==> config.mk <==
export PLATFORM = sky130hd
export DESIGN_NAME = e1_trib_sched
export DESIGN_NICKNAME = d
export VERILOG_FILES = /design/src/rtl/e1_pkg.sv /design/src/rtl/e1_rr_arb.sv /design/src/rtl/e1_trib_sched.sv
export SDC_FILE = /design/constraint.sdc
export NUM_CORES = 1
export LEC_CHECK = 0
export BUFFER_PORTS_ARGS = -buffer_cell sky130_fd_sc_hd__buf_2
export CORE_ASPECT_RATIO = 1.1
export CORE_MARGIN = 2
export CORE_UTILIZATION = 30
export CTS_CLUSTER_SIZE = 8
export DETAILED_ROUTE_END_ITERATION = 7
export GPL_TIMING_DRIVEN = 0
export SLEW_MARGIN = 30
export SYNTH_ARGS = -nofsm -noshare
export SYNTH_HDL_FRONTEND = slang
export SYNTH_HIERARCHICAL = 1
export SYNTH_SLANG_ARGS = --single-unit
==> constraint.sdc <==
create_clock -name clk19 -period 32.9 [get_ports clk19]
set_input_delay 1.645 -clock clk19 [delete_from_list [all_inputs] [get_ports clk19]]
set_output_delay 1.645 -clock clk19 [all_outputs]
set_load 0.01 [all_outputs]
==> src/rtl/e1_pkg.sv <==
// Shared constants and types for the E1 tributary scheduler.
// Optional build macro used by e1_trib_sched: E1SCHED_AISINS_EN.
package e1_pkg;

    localparam int         E1_NTRIB    = 21;
    localparam int         E1_WID      = 8;
    localparam int         E1_TIDW     = 5;
    localparam logic [7:0] E1_AIS_BYTE = 8'hFF;

    typedef enum logic {
        OST_EMPTY = 1'b0,
        OST_FULL  = 1'b1
    } ost_t;

endpackage

==> src/rtl/e1_rr_arb.sv <==
// Combinational round-robin priority encoder: searches pend starting one above rr_ptr, wrapping at NTRIB-1.
// The pointer register itself lives in the parent.
module e1_rr_arb
    import e1_pkg::*;
#(
    parameter int NTRIB = E1_NTRIB,
    parameter int TIDW  = E1_TIDW
) (
    input  logic [NTRIB-1:0] pend,
    input  logic [TIDW-1:0]  rr_ptr,
    output logic             gnt_vld,
    output logic [TIDW-1:0]  gnt_idx
);

    logic [TIDW-1:0] idx;

    always_comb begin
        gnt_vld = 1'b0;
        gnt_idx = '0;
        idx     = '0;
        for (int k = 1; k <= NTRIB; k++) begin
            idx = TIDW'((int'(rr_ptr) + k) % NTRIB);
            if (!gnt_vld && pend[idx]) begin
                gnt_vld = 1'b1;
                gnt_idx = idx;
            end
        end
    end

endmodule

==> src/rtl/e1_trib_sched.sv <==
// Round-robin scheduler sharing one VT mapper write port among NTRIB E1 framers.
// Build macro E1SCHED_AISINS_EN: when defined, bytes captured during AIS are replaced by the all-ones pattern.
module e1_trib_sched
    import e1_pkg::*;
#(
    parameter int NTRIB = E1_NTRIB,
    parameter int WID   = E1_WID,
    parameter int TIDW  = E1_TIDW
) (
    input  logic                 clk19,
    input  logic                 rst,
    input  logic [NTRIB-1:0]     trib_en,
    input  logic [NTRIB*WID-1:0] rx_dat,
    input  logic [NTRIB-1:0]     rx_vld,
    input  logic [NTRIB-1:0]     rx_ais,
    output logic [WID-1:0]       map_dat,
    output logic [TIDW-1:0]      map_tid,
    output logic                 map_ais,
    output logic                 map_vld,
    input  logic                 map_rdy,
    output logic [NTRIB-1:0]     ovf,
    input  logic [NTRIB-1:0]     ovf_clr
);

    logic [WID-1:0]   slot_dat [NTRIB];
    logic [NTRIB-1:0] slot_ais;
    logic [NTRIB-1:0] pend;
    logic [TIDW-1:0]  rr_ptr;
    logic [TIDW-1:0]  gnt_idx;
    logic             gnt_vld;
    logic             take;
    logic [NTRIB-1:0] gnt_oh;
    logic [NTRIB-1:0] cap;
    logic [NTRIB-1:0] ovf_set;
    ost_t             ost;
    ost_t             ost_nxt;

    // Disabled tribs are masked here so a slot being cleared this cycle cannot win.
    e1_rr_arb #(
        .NTRIB (NTRIB),
        .TIDW  (TIDW)
    ) u_arb (
        .pend    (pend & trib_en),
        .rr_ptr  (rr_ptr),
        .gnt_vld (gnt_vld),
        .gnt_idx (gnt_idx)
    );

    // A slot being granted this cycle frees up in time to take a same-cycle byte.
    assign gnt_oh  = take ? (NTRIB'(1) << gnt_idx) : '0;
    assign cap     = rx_vld & trib_en & (~pend | gnt_oh);
    assign ovf_set = rx_vld & trib_en & pend & ~gnt_oh;

    always_ff @(posedge clk19 or negedge rst) begin
        if (!rst) begin
            pend     <= '0;
            slot_ais <= '0;
            for (int i = 0; i < NTRIB; i++) begin
                slot_dat[i] <= '0;
            end
        end else begin
            pend <= trib_en & (cap | (pend & ~gnt_oh));
            for (int i = 0; i < NTRIB; i++) begin
                if (cap[i]) begin
`ifdef E1SCHED_AISINS_EN
                    slot_dat[i] <= rx_ais[i] ? WID'(E1_AIS_BYTE) : rx_dat[i*WID +: WID];
`else
                    slot_dat[i] <= rx_dat[i*WID +: WID];
`endif
                    slot_ais[i] <= rx_ais[i];
                end
            end
        end
    end

    // Set has priority over a simultaneous clear.
    always_ff @(posedge clk19 or negedge rst) begin
        if (!rst) begin
            ovf <= '0;
        end else begin
            ovf <= ovf_set | (ovf & ~ovf_clr);
        end
    end

    always_ff @(posedge clk19 or negedge rst) begin
        if (!rst) begin
            ost <= OST_EMPTY;
        end else begin
            ost <= ost_nxt;
        end
    end

    always_comb begin
        ost_nxt = ost;
        case (ost)
            OST_EMPTY: if (gnt_vld) ost_nxt = OST_FULL;
            OST_FULL:  if (map_rdy) ost_nxt = gnt_vld ? OST_FULL : OST_EMPTY;
            default:   ost_nxt = OST_EMPTY;
        endcase
    end

    always_comb begin
        map_vld = (ost == OST_FULL);
        take    = gnt_vld && ((ost == OST_EMPTY) || map_rdy);
    end

    always_ff @(posedge clk19 or negedge rst) begin
        if (!rst) begin
            map_dat <= '0;
            map_tid <= '0;
            map_ais <= 1'b0;
            rr_ptr  <= TIDW'(NTRIB - 1);
        end else if (take) begin
            map_dat <= slot_dat[gnt_idx];
            map_tid <= gnt_idx;
            map_ais <= slot_ais[gnt_idx];
            rr_ptr  <= gnt_idx;
        end
    end

endmodule

==> results of run 1 <==
[cells in the final DEF, fill, tap and decap left out, types with 20 or more instances in the layout]
cell type and instances:
inv_1 139, or3_1 24, a31oi_1 44, a221oi_1 21, buf_2 331, a211oi_1 49
and3_1 27, or2_2 25, o22ai_1 55, nand3_1 82, a21oi_1 185, a21o_1 22
o21a_1 43, nor3_1 78, nor2_1 220, a22oi_1 26, nand4_1 26, o21ai_0 170
o211ai_1 66, xnor2_1 59, buf_4 34, nand2b_1 51, mux4_2 51, and2_1 43
a21boi_0 29, nor2b_1 55, clkbuf_1 118, mux2_2 232, clkbuf_16 38, o211a_1 20
nor4_1 27, ha_1 97, nand2_1 242, dfrtp_1 245, mux2i_1 168, o31ai_1 20
[sequential cells by signal (all words and copies together), names as in the netlist]
signal	count
pend	21
slot_ais	21
map_ais	1
map_vld	1
map_dat	8
map_tid	5
ovf	21
rr_ptr	2
slot_dat	168
[metal layers]
metal | vias to the layer above | global-route usage, % | routed length [um]
met5 | - | 0 | 106
met4 | 18 | 20.74 | 12600
met3 | 513 | 6.910 | 15000
met2 | 1989 | 46.06 | 64450
met1 | 14811 | 34.14 | 54190
li1 | 13299 | - | -
[final cells by class]
class                      count  area [um2]
antenna                        4       10.01
sequential                   248        6210
tap                         1260        1577
buffer                       213        1092
fill                        9907       61390
clock inverter                 2       23.77
clock buffer                  48       998.5
multi-input combinational   2707       20640
timing repair buffer         293        1544
inverter                     148       555.5
[logic make-up (layout without fill, tap and decap cells)]
| group | Yosys count | in the layout | share of synthesized area (%) |
|---|---|---|---|
| multiplexers | 467 | 467 | 20.20 |
| other | 0 | 4 | 0 |
| XOR/XNOR | 76 | 76 | 2.633 |
| adder cells (fa/ha/maj) | 98 | 98 | 4.307 |
| buffers and inverters | 361 | 704 | 5.769 |
| AO/OA/AOI/OAI | 1063 | 1063 | 26.97 |
| AND/OR/NAND/NOR | 1003 | 1003 | 18.27 |
| flip-flops | 248 | 248 | 21.85 |
[critical path, delay by kind of cell, from the launching register on]
family          cells  cell delay, ns
fa+ha+maj           3            1.55
buf+inv            25           10.91
mux                 3            1.35
compound gates      8            2.31
simple gates       11            3.32
flops               1            0.79
[how the worst max path moves through the flow]
stage,endpoint,slack (ns),cells past startpoint
final,map_dat[6]$_DFFE_PN0P_,12.35,50
after global routing,slot_ais[3]$_DFFE_PN0P_,12.20,51
after CTS,slot_dat[96]$_DFFE_PN0P_,13.00,50
after detailed placement,map_dat[4]$_DFFE_PN0P_,13.08,47
after global placement,map_dat[6]$_DFFE_PN0P_,12.18,50
after floorplan,map_dat[3]$_DFFE_PN0P_,20.79,49
[metrics by stage]
stage          setup WS (ns)  hold WS, ns  cell area, um2
6_report               12.35       0.4961           32660
5_1_grt                12.20       0.5062           32650
4_1_cts                13.00       0.4985           32620
3_5_place_dp           13.08       0.4865           31600
3_3_place_gp           12.18       0.4665           31440
2_1_floorplan          20.79       0.4704           28410
==> impl_metrics.tcl, run 1 <==
set metrics [dict create \
    outcome "finished clean" \
    drive_above_1_share_pct 23.75 \
    num_rows 118 \
    yosys_warnings 6 \
    wl_per_cell_um 29.73 \
    synth-main-ff-cell "dfrtp_1" \
    firstDrtPassIters 6 \
    post-dp-hpwl_um 116100 \
    finalWeightedCongestion 1.068 \
    fin_setup_tns_ns 0 \
    drc_errors 0 \
    antenna_found_initial 15 \
    synth_edf_count 0 \
    ys_types 137 \
    cts_tree "yes" \
    cts_num_sinks 248 \
    htreeDepth 2 \
    portBuffers 290 \
    final_util_pct 34.72 \
    grt_overflow 0 \
    drt-initial-drc-count 3523 \
    yosysTopAreaCellShare_pct 21.67 \
    rsz0062_at_grt "false" \
    path_common_cell "buf_2" \
    max_stage_delay_ns 0.91 \
    maxCapViolations 0 \
    cp_max_fo 17 \
    hold_start "map_tid[2]$_DFFE_PN0P_" \
    worstPathRequired_ns 33.28 \
    vias 30630 \
    r2r_cells 50 \
    antenna_left 0 \
    cts_buffers 37 \
    worstPathArrival_ns 20.93 \
    report.final.slew_viol_count 0 \
    crit_slowest_cell "ha_1" \
    pin_count 291 \
    reg2reg_to "map_dat[6]$_DFFE_PN0P_" \
    fin_cells 4923 \
    hold_class "reg -> reg" \
    hold_viol 0 \
    grt_use_total_pct 28.90 \
    setup_violations 0 \
    vias_per_cell 6.222 \
    netlist_area_mm2 0.02841 \
    postSynthAreaPerCell_um2 8.568 \
    worstSkewPairLatency_ns 0.54 \
    max_freq_mhz 48.66 \
    root_buffer "clkbuf_16" \
    wl_um 146300 \
    clk_pin_slew_ns 0.06 \
    initial_core_util_pct 30.21 \
    period_share_pct 62.46 \
    coreArea_mm2 0.09405 \
    cts_hold_buf 0 \
    fin_skew_ns 0.02633 \
    placed_cells 4869 \
    crit_start "map_tid[0]$_DFFE_PN0P_" \
    synth_common_cells "246 x dfrtp_1, 242 x nand2_1, 232 x mux2_2" \
    synthTopCellsByArea "dfrtp_1 22%, mux2_2 9.2%, mux2i_1 6.0%" \
    yosysMostFrequentCell "dfrtp_1" \
    synth-async-reset-ratio_pct 100.0 \
    post-cts-setup-buffer-count 0 \
    end_kind "flip-flop" \
    dieArea_mm2 0.09719 \
    synth-seq-cells 248 \
    cts_resized 0 \
    r2r-start "map_tid[0]$_DFFE_PN0P_" \
    synthToLayoutAreaGrowth_pct 14.93 \
    syn_inst 3316 \
    worst_slew_margin_rel_pct 23.67 \
    crit_type "reg -> reg" \
    first_global_vias 29364 \
    clockBufferDepth 3 \
    worstHoldEndpoint "map_tid[2]$_DFFE_PN0P_" \
    r2r_slack_ns 12.35 \
    synth_largest_area_cell "dfrtp_1" \
    grt_max_degree 79 \
    fp.dieH_um 326.8 \
    start_kind "flip-flop" \
    die_width_um 297.4 \
    grt_pass1_wl_um 207600 \
    syn-num-nets 3668 \
    whs_path_depth 2 \
    synth_seq_area_share_pct 21.85 \
    worst_pin_slew_ns 1.145 \
    fin_crit_ns 20.55 \
    final_net_count 4000 \
]
Power of run 1 is left out: the tool's default activity adds up to more than one toggle a clock period on the data nets, which glitch-free logic cannot reach.
==> inputs of run 2 (changes only) <==
==> constraint.sdc (replaced) <==
create_clock -name clk19 -period 19.6 [get_ports clk19]
set_input_delay 0.98 -clock clk19 [delete_from_list [all_inputs] [get_ports clk19]]
set_output_delay 0.98 -clock clk19 [all_outputs]
set_load 0.01 [all_outputs]
==> impl_metrics.tcl, run 2 (synthesized netlist as in run 1, its figures left out) <==
set metrics [dict create \
    outcome "finished clean" \
    rsz0062_at_grt "false" \
    grt_overflow 0 \
    die_width_um 297.4 \
    fillers 9903 \
    hold_viol 0 \
    r2r_cells 50 \
    num_rows 118 \
    worstSkewPairLatency_ns 0.54 \
    initial_core_util_pct 30.21 \
    period_share_pct 98.09 \
    fin_crit_ns 19.23 \
    finalWeightedCongestion 1.068 \
    hold_class "in -> async" \
    post-dp-hpwl_um 116100 \
    crit_slowest_cell "clkdlybuf4s15_1" \
    regMostFlops "slot_dat" \
    crit_type "reg -> reg" \
    vias 30658 \
    drive_above_1_share_pct 23.87 \
    max_stage_delay_ns 0.81 \
    dieArea_mm2 0.09719 \
    grt_pass1_wl_um 207300 \
    grt_max_degree 79 \
    vias_per_cell 6.228 \
    reg2reg_to "slot_ais[3]$_DFFE_PN0P_" \
    fin_skew_ns 0.02843 \
    post-cts-setup-buffer-count 0 \
    maxCapViolations 0 \
    synthToLayoutAreaGrowth_pct 14.99 \
    cts_num_sinks 248 \
    cp_max_fo 19 \
    clockBufferDepth 3 \
    htreeDepth 2 \
    end_kind "flip-flop" \
    finish.instance_area_mm2 0.03267 \
    worst_slew_margin_rel_pct 23.53 \
    portBuffers 290 \
    antenna_left 0 \
    r2r_slack_ns 0.37 \
    drt-initial-drc-count 3572 \
    layout_common_cells "331 x buf_2, 245 x dfrtp_1, 242 x nand2_1, 232 x mux2_2, 220 x nor2_1" \
    clk_pin_slew_ns 0.06 \
    report.final.slew_viol_count 0 \
    start_kind "flip-flop" \
    placed_cell_area_mm2 0.03160 \
    path_common_cell "buf_2" \
    r2r-start "map_tid[0]$_DFFE_PN0P_" \
    first_global_vias 29339 \
    wl_um 146300 \
    drc_errors 0 \
    fp.dieH_um 326.8 \
    antenna_found_initial 14 \
    cts_tree "yes" \
    final_net_count 3999 \
    mostFrequentLayoutCell "buf_2" \
    pin_count 291 \
    firstDrtPassIters 6 \
    worst_pin_slew_ns 1.147 \
    max_freq_mhz 52.01 \
    cts_buffers 37 \
    grt_use_total_pct 28.89 \
    worstPathArrival_ns 19.63 \
    coreArea_mm2 0.09405 \
    worstPathRequired_ns 20.01 \
    setup_violations 0 \
    wl_per_cell_um 29.71 \
    root_buffer "clkbuf_16" \
    largest_reg_flops 168 \
]
==> run 2: changes by cell type in the layout (fill, tap and decap cells not counted), sizes merged <==
| cell | previous run | this run |
|---|---|---|
| buf | 392 | 391 |
| clkbuf | 162 | 161 |
| clkdlybuf4s15 | 0 | 1 |
| diode | 4 | 5 |
==> run 2: critical path: cells and delay by family (launching register included) <==
family	cells	cell delay [ns]
mux	2	0.64
simple gates	11	3.94
flops	1	0.78
compound gates	11	3.14
fa+ha+maj	3	1.43
buf+inv	23	9.01
==> run 2: how the worst max path moves through the flow <==
stage,startpoint,end,slack [ns],depth (start not counted)
6_report,map_tid[0]$_DFFE_PN0P_,slot_ais[3]$_DFFE_PN0P_,0.37,50
3_3_place_gp,map_tid[0]$_DFFE_PN0P_,map_dat[6]$_DFFE_PN0P_,-1.12,50
2_1_floorplan,map_tid[0]$_DFFE_PN0P_,map_dat[3]$_DFFE_PN0P_,7.49,49
3_5_place_dp,map_tid[0]$_DFFE_PN0P_,map_dat[4]$_DFFE_PN0P_,-0.22,47
5_1_grt,map_tid[0]$_DFFE_PN0P_,slot_ais[3]$_DFFE_PN0P_,0.24,50
4_1_cts,map_tid[0]$_DFFE_PN0P_,slot_dat[96]$_DFFE_PN0P_,0.57,49
==> run 2: final cells by class <==
cell class                 count  area, um2  area share [%]
clock buffer                  48      998.5           3.056
clock inverter                 2      23.77         0.07276
multi-input combinational   2707      20650           63.22
antenna                        5      12.51         0.03830
inverter                     148      555.5           1.700
buffer                       212       1097           3.358
tap                         1260       1577           4.825
timing repair buffer         293       1544           4.726
sequential                   248       6210           19.01
==> run 2: metal layers <==
metal | vias up | track usage (%) | routed length, um
met3 | 475 | 6.990 | 14750
met4 | 14 | 20.71 | 12350
met1 | 14921 | 34.13 | 54570
met2 | 1937 | 46.00 | 64520
met5 | - | 0 | 79
li1 | 13311 | - | -
==> run 2: timing repair <==
| item | in CTS | in global routing |
|---|---|---|
| gates resized for setup | 2 | 3 |
| endpoints found under the hold margin | 0 | 0 |
| gates cloned | 0 | 0 |
| setup endpoints to repair | 79 | 56 |
| hold buffers | 0 | 0 |
==> run 2: per-stage QoR <==
stage | TNS, ns | utilization [%] | worst slack, ns | hold slack (ns) | instances
floorplan | 0 | - | 7.494 | 0.4704 | 3316
global placement | -163.75 | 33.43 | -1.117 | 0.4665 | 4866
detailed placement | -9.655 | 33.60 | -0.2171 | 0.4865 | 4869
CTS | 0 | 34.69 | 0.5658 | 0.3080 | 4918
global route | 0 | 34.73 | 0.2395 | 0.3337 | 4918
finish | 0 | 34.74 | 0.3744 | 0.3193 | 4923
Power of run 2 is left out for the same reason.
